`src/rtl/decoder_2_4_stream_pkg.sv`:
```
// Shared types and helpers for the streaming 2-to-4 decoder.
// Holds the default code width, the occupancy state enum and the one-hot decode function.
package decoder_2_4_stream_pkg;

  localparam int IN_W_DEF  = 2;
  localparam int OUT_W_DEF = 1 << IN_W_DEF;

  typedef enum logic [1:0] {
    ST_EMPTY = 2'd0,
    ST_ONE   = 2'd1,
    ST_TWO   = 2'd2
  } occ_state_e;

  // A cleared enable produces an all-zero word rather than a one-hot word.
  function automatic logic [OUT_W_DEF-1:0] onehot_decode(input logic [IN_W_DEF-1:0] code,
                                                         input logic                en);
    return OUT_W_DEF'(en) << code;
  endfunction

endpackage

```
`src/rtl/decoder_2_4_stream_skid.sv`:
```
// Generic 2-entry valid/ready register slice (main register plus one skid register).
// s_ready comes only from registered occupancy, so there is no combinational path from m_ready.
module decoder_2_4_stream_skid
  import decoder_2_4_stream_pkg::*;
#(
  parameter int W = 8
) (
  input  logic         clk,
  input  logic         rst,
  input  logic         s_valid,
  output logic         s_ready,
  input  logic [W-1:0] s_data,
  output logic         m_valid,
  input  logic         m_ready,
  output logic [W-1:0] m_data
);

  occ_state_e   state_q, state_d;
  logic [W-1:0] main_q, main_d;
  logic [W-1:0] skid_q, skid_d;
  logic         s_fire, m_fire;

  assign s_ready = (state_q != ST_TWO) && !rst;
  assign m_valid = (state_q != ST_EMPTY);
  assign m_data  = main_q;
  assign s_fire  = s_valid && s_ready;
  assign m_fire  = m_valid && m_ready;

  always_comb begin
    // NOTE: every variable gets its hold value first so no path leaves it unassigned (no latch).
    state_d = state_q;
    main_d  = main_q;
    skid_d  = skid_q;
    unique case (state_q)
      ST_EMPTY: begin
        if (s_fire) begin
          main_d  = s_data;
          state_d = ST_ONE;
        end
      end
      ST_ONE: begin
        if (s_fire && m_fire) begin
          main_d = s_data;
        end else if (s_fire) begin
          skid_d  = s_data;
          state_d = ST_TWO;
        end else if (m_fire) begin
          state_d = ST_EMPTY;
        end
      end
      ST_TWO: begin
        if (m_fire) begin
          main_d  = skid_q;
          state_d = ST_ONE;
        end
      end
      default: state_d = ST_EMPTY;
    endcase
  end

  // NOTE: state uses non-blocking assignments so all flops update together at the edge.
  always_ff @(posedge clk) begin
    if (rst) begin
      state_q <= ST_EMPTY;
      // NOTE: payload registers are reset too, because the output word must read zero after reset.
      main_q  <= '0;
      skid_q  <= '0;
    end else begin
      state_q <= state_d;
      main_q  <= main_d;
      skid_q  <= skid_d;
    end
  end

endmodule

```
`src/rtl/decoder_2_4_stream.sv`:
```
// Streaming binary-to-one-hot decoder with a skid-buffered output and per-code
// saturating occurrence counters that count enabled words as they leave.
module decoder_2_4_stream
  import decoder_2_4_stream_pkg::*;
#(
  parameter int IN_W  = IN_W_DEF,
  parameter int CNT_W = 8
) (
  input  logic                    clk,
  input  logic                    rst,
  input  logic                    s_valid,
  output logic                    s_ready,
  input  logic [IN_W-1:0]         s_code,
  input  logic                    s_en,
  output logic                    m_valid,
  input  logic                    m_ready,
  output logic [(1<<IN_W)-1:0]    m_onehot,
  output logic [IN_W-1:0]         m_code,
  input  logic [IN_W-1:0]         cnt_sel,
  output logic [CNT_W-1:0]        cnt_val,
  input  logic                    cnt_clr
);

  localparam int OUT_W = 1 << IN_W;
  localparam int PAY_W = OUT_W + IN_W + 1;

  logic [OUT_W-1:0] s_onehot;
  logic [PAY_W-1:0] s_payload, m_payload;
  logic             m_en;
  logic             m_fire;

  logic [CNT_W-1:0] cnt_q [OUT_W];
  logic [CNT_W-1:0] cnt_d [OUT_W];

  assign s_onehot  = onehot_decode(s_code, s_en);
  assign s_payload = {s_en, s_code, s_onehot};

  decoder_2_4_stream_skid #(
    .W (PAY_W)
  ) u_skid (
    .clk     (clk),
    .rst     (rst),
    .s_valid (s_valid),
    .s_ready (s_ready),
    .s_data  (s_payload),
    .m_valid (m_valid),
    .m_ready (m_ready),
    .m_data  (m_payload)
  );

  assign {m_en, m_code, m_onehot} = m_payload;
  assign m_fire  = m_valid && m_ready;
  assign cnt_val = cnt_q[cnt_sel];

  // Clear takes priority and drops any increment landing in the same cycle.
  always_comb begin
    cnt_d = cnt_q;
    if (cnt_clr) begin
      for (int i = 0; i < OUT_W; i++) cnt_d[i] = '0;
    end else if (m_fire && m_en && (cnt_q[m_code] != '1)) begin
      cnt_d[m_code] = cnt_q[m_code] + CNT_W'(1);
    end
  end

  always_ff @(posedge clk) begin
    if (rst) begin
      for (int i = 0; i < OUT_W; i++) cnt_q[i] <= '0;
    end else begin
      cnt_q <= cnt_d;
    end
  end

endmodule

```
`config.mk`:
```
export PLATFORM = sky130hd
export DESIGN_NAME = decoder_2_4_stream
export DESIGN_NICKNAME = d
export VERILOG_FILES = /design/src/rtl/decoder_2_4_stream_pkg.sv /design/src/rtl/decoder_2_4_stream_skid.sv /design/src/rtl/decoder_2_4_stream.sv
export SDC_FILE = /design/constraint.sdc
export NUM_CORES = 1
export LEC_CHECK = 0
export CAP_MARGIN = 40
export CORE_MARGIN = 8
export CORE_UTILIZATION = 45
export CTS_CLUSTER_SIZE = 30
export DETAILED_ROUTE_END_ITERATION = 16
export PLACE_DENSITY = 0.69
export SLEW_MARGIN = 20
export SYNTH_ARGS = -nofsm -noshare
export SYNTH_HDL_FRONTEND = slang
export SYNTH_SLANG_ARGS = --single-unit
```
`constraint.sdc`:
```
create_clock -name clk -period 6.3 [get_ports clk]
set_input_delay 0.63 -clock clk [delete_from_list [all_inputs] [get_ports clk]]
set_output_delay 0.63 -clock clk [all_outputs]
set_load 0.01 [all_outputs]
```
---- Yosys cells after proc, flatten, opt, wreduce, memory -nomap -nowiden ----
Cells that the tools add are included.
Widths: inputs -> output; s select.
storage, ports and cells
  register bits after elaboration ......... 48
  bits of input ports ..................... 10
  output and inout port bits .............. 16
  word-level logic and storage cells ...... 58
cells by class
  add/sub/neg operators ................... 1
  $lt $le $gt $ge ......................... 3
  equality and inequality tests ........... 9
  shift-type cells ........................ 1
  muxes and demuxes ....................... 19
  bitwise gates (word level) .............. 3
  reduce and logical (&&, ||, !) cells .... 15
operators with widths
  operator             count
  $mux 8               5
  $bmux 8 s2           2
  $bwmux 32            1
  $mux 7               3
  $pmux 7 s3           1
  $demux 8 s2          1
  $mux 2               5
  $add 8x1->8 const B  1
  $ne 8x8->1 const B   1
  $reduce_and 4->1     2
  $logic_and 1x1->1    7
  $ge 3x3->1 const B   2
  $ne 2x2->1 const B   3
  $not 2->3            2
  $pmux 2 s3           1
  $ne 2x1->1 const B   2
  $shl 1x2->4          1
  $lt 3x1->1 const B   1
  $ne 3x2->1 const B   1
  $reduce_and 3->1     1
  $reduce_bool 3->1    1
  $eq 2x1->1 const B   1
  $eq 2x2->1 const B   1
  $logic_not 2->1      1
  other kinds (4)      4

---- Longest topological paths before layout ----
  word-level depth ........................ 6
  depth in mapped cells ................... 8
  depth with buffers taken out ............ 6

---- Cells and area by module ----
Synthesis repeated with hierarchy kept, for this count alone.
unflattened totals
  cells, all modules ...................... 241
  area total of the unflattened synthesis .. 2,509.9 sq um
by module, submodules not included
  module                   instances  cells each  area each (sq um)  seq. area each (sq um)
  decoder_2_4_stream       1          156         1,700.4            640.6
  decoder_2_4_stream_skid  1          85          809.5              320.3

---- Worst setup path before layout ----
OpenSTA, ideal clock, no wires.
  path kind ............................... register -> register
  from .................................... register u_skid.main_q[5], in the netlist u_skid.m_data[5]
  to ...................................... register cnt_q[11] (netlist bit)
  setup time .............................. 0.132 ns
  data arrival time ....................... 2.214 ns
  required time ........................... 6.168 ns
  setup slack ............................. 3.954 ns
  cell stages (with the launch flop) ...... 9
  buffers on the path ..................... 2
  period minus slack after synthesis ...... 2.346 ns
  path through ............................ dfxtp_1 buf_2 mux4_2 ha_1 and3_4 a21oi_4 buf_6 mux2i_1 nor2_1
on the way
  word-level cells in the longest chain between the ends .. 6
  elaborated cells on any way between the ends .. 13
  classes of those cells .................. add/sub (1); order compare (2); eq/ne (1); mux (6); bitwise (1); reduce/logical (2)
RTL lines
  item                                                               line                                                text
  from (decl)                                                        decoder_2_4_stream_skid.sv:19                       logic [W-1:0] main_q, main_d;
  from (signal assigned)                                             decoder_2_4_stream_skid.sv:70                       main_q <= main_d;
  $not 2->3 (implied by the code) *                                  decoder_2_4_stream.sv:60, decoder_2_4_stream.sv:61
  $bmux 8 s2, or another cell as far along                           decoder_2_4_stream.sv:60, decoder_2_4_stream.sv:61
  $mux 8 (implied by the code) or $logic_and 1x1->1 (tied branches)  decoder_2_4_stream.sv:60, decoder_2_4_stream.sv:61
  $mux 8 (on tied branches)                                          decoder_2_4_stream.sv:60, decoder_2_4_stream.sv:61
  $add 8x1->8, or another cell as far along                          decoder_2_4_stream.sv:61                            cnt_d[m_code] = cnt_q[m_code] + CNT_W'(1);
  $bwmux 32 or $logic_and 1x1->1 (tied branches)                     decoder_2_4_stream.sv:61, decoder_2_4_stream.sv:60
  to (signal assigned)                                               decoder_2_4_stream.sv:69                            cnt_q <= cnt_d;
  to (decl)                                                          decoder_2_4_stream.sv:32                            logic [CNT_W-1:0] cnt_q [OUT_W];
Every way passes the cells marked *; elsewhere a longest branch is shown, timed or not. The select of a mux whose other input is x is not followed.
A chain may end at the register's enable or synchronous reset.

---- Final worst setup path ----
  from .................................... input cnt_sel[0]
  to ...................................... output cnt_val[4]
on the way
  word-level cells in the longest chain between the ends .. 4
RTL lines
  item                                       line                      text
  from (decl)                                decoder_2_4_stream.sv:19  input logic [IN_W-1:0] cnt_sel,
  $not 2->3 (implied by the code)            decoder_2_4_stream.sv:53  assign cnt_val = cnt_q[cnt_sel];
  $bmux 8 s2                                 decoder_2_4_stream.sv:53
  $mux 8 (implied by the code) (2 in a row)  decoder_2_4_stream.sv:53
  to (decl)                                  decoder_2_4_stream.sv:20  output logic [CNT_W-1:0] cnt_val,
No other way between the ends. The select of a mux whose other input is x is not followed.

==> flow_summary_export.csv <==
group,metric,value,unit
power_and_ir_drop,peakVddDrop,0.116,mV
floorplanning,core,5470,µm²
critical_path,path_class,"in2out",
global_route,grt_pass1_vias,1771,
drt,drt-total-wl,4920,µm
timing,rsz0062_at_grt,"no",
clock_tree,tritoncts,"built",
cells_and_area,drive_above_1_share,17.2,%
floorplanning,num_rows,27,
logic_synthesis,seq_area_frac_synth,38.1,%
drt,drt_iter0_drc,98,
logic_synthesis,synth_fp_nets,250,
global_route,grt_pass1_wl,8720,µm
cells_and_area,diodes,0,
global_route,grt_max_degree,21,
timing,hold_viol_final,0,
logic_synthesis,synth_area,2520,µm²
logic_synthesis,yosysUniqueCellTypes,35,
clock_tree,ctsHoldBuffers,0,
critical_path,r2r_setup_slack,3.46,ns
cells_and_area,regArea,961,µm²
critical_path,endpoint_kind,"primary output",
timing,tightestPinTransition,0.703,ns
critical_path,worstPathRequired,5.67,ns
logic_synthesis,netlist.area_leader.share,38.1,%
drt,ant_nets,0,
drt,wl_per_cell,15.3,µm
clock_tree,clock_path_buffers,2,
cells_and_area,area_growth,11.7,%
timing,setup_ws,3.15,ns
cells_and_area,final_common_cell,"dfxtp_1",
power_and_ir_drop,leakagePower,0.975,nW
flow_run,cap_violations,0,
critical_path,cp-start-kind,"primary input",
timing,finalClockSkew,0.0137,ns
timing,fin_crit_sh,50.1,%
clock_tree,clk_pin_slew,0.08,ns
timing,min_period,3.15,ns
cells_and_area,multi_input_area,1410,µm²
logic_synthesis,avgSynthCellArea,10.5,µm²
floorplanning,die_area,8250,µm²
logic_synthesis,yosys_register_bits,48,
logic_synthesis,synth_top_cells_by_area,"dfxtp_1 (38%), mux4_2 (12%), mux2i_1 (10%), nor2_1 (5.1%), a21oi_1 (3.6%)",
timing,tns,0,ns
timing,hold_ws,0.460,ns
logic_synthesis,syn_inst,239,
timing,slew_viol_final,0,
clock_tree,clkLatencyLatePin,0.30,ns
hold_path,hold_class,"reg2reg",
global_route,grt.overflow.total,0,
cells_and_area,fin_nets,260,
drt,vias,1769,
clock_tree,clock_sinks,48,
critical_path,cp_max_fo,8,
placed_design,gp_congestion,0.725,
floorplanning,die_height,90.8,µm
logic_synthesis,synth_warnings,0,
placed_design,portBuffers,25,
power_and_ir_drop,powerDensity,196,nW/µm²
timing,clock.fmax,317,MHz
drt,drcViolationCount,0,
cells_and_area,fillers,518,
timing,slew_headroom,53.1,%
clock_tree,numCtsBuffers,5,
drt,drt-pass1-iter-count,4,
placed_design,dp_hpwl,3420,µm
clock_tree,ctsRootBufferMaster,"clkbuf_8",
clock_tree,cts_resized,0,
timing,setup-violations-final,0,
floorplanning,start_util,46.0,%
run_status,status,"finished, final reports clean",
critical_path,cp.arrival,2.52,ns
floorplanning,io_pins,26,
floorplanning,die_x,90.8,µm
logic_synthesis,yosysTopAreaCell,"dfxtp_1",
global_route,track_usage,12.9,%
clock_tree,cts.htree.levels,2,
placed_design,pre_cts_ws,3.11,ns
cells_and_area,layout_common_cells,"dfxtp_1 (48), nor2_1 (34), mux2i_1 (26), clkdlybuf4s50_1 (25), a21oi_1 (18)",
drt,drt-vias-per-instance,5.49,
clock_tree,cts_setup_buffers,0,
global_route,antenna_found_initial,0,
final cells by class:
cell class | instances | share of cell area, %
multi-input cells | 168 | 50.2
flip-flops and latches | 48 | 34.1
repair buffers | 26 | 9.16
well taps | 72 | 3.20
clock buffers | 7 | 3.07
clock inverters | 1 | 0.267
cells by family after synthesis:
| family | share of synthesized area, % |
|---|---|
| compound gates | 12.9 |
| xor+xnor | 2.09 |
| fa+ha+maj | 0.496 |
| buf+inv | 5.86 |
| flops | 38.1 |
| mux | 26.9 |
| simple gates | 13.7 |
routing by layer:
layer / part of all wire (%) / track usage [%] / vias to the layer above
met5: 0 / 0 / -
met4: 1.7 / 5.87 / 0
met1: 49 / 15.9 / 852
met2: 45 / 20.2 / 35
li1: - / - / 877
met3: 4.7 / 3.99 / 5
report_power, final:
group          switching [W]  internal, W  leakage, nW   total, W
logic              0.0000220    0.0000254        0.543  0.0000474
registers         0.00000718     0.000307        0.388   0.000314
clock network       0.000102    0.0000893       0.0445   0.000191
synthesized netlist by cell type, drive strengths merged:
cell type  number
dfxtp          48
nor2           38
mux2i          26
a21oi          22
mux4           16
o21ai          14
buf            12
clkbuf         11
nand2           7
a211oi          5
nand3           5
mux2            4
nand3b          4
nor2b           3
nor3            3
nor3b           3
xnor2           3
xor2            3
and3            2
or2             2
a2bb2oi         1
and4            1
ha              1
nand4           1
o211a           1
o21a            1
o22a            1
or3             1
stage by stage:
step	cell area, µm²	power, W	util (%)	instances
detailed placement	2710	0.000369	49.6	313
CTS	2810	0.000557	51.3	321
global placement	2710	0.000369	49.6	313
global route	2810	0.000577	51.4	322
floorplan	2520	0.000354	-	239
finish	2810	0.000552	51.4	322
state kept, by name (all words and copies together) (netlist names):
name	flops
cnt_q	32
u_skid.m_data	7
u_skid.state_q	2
u_skid.skid_q	7
path summary, 6_finish.rpt:
path,from,end,cells past startpoint
max,cnt_sel[0],cnt_val[4],3
min reg2reg,u_skid.skid_q[2],u_skid.skid_q[2],2
max reg2reg,u_skid.m_data[4],cnt_q[17],6
min,u_skid.skid_q[2],u_skid.skid_q[2],2
critical path: stages:
cell and delay, ns:
clkdlybuf4s50_1 0.81, mux4_2 0.58, clkdlybuf4s50_1 0.50
Note: power is estimated with default switching activity, not from simulation.
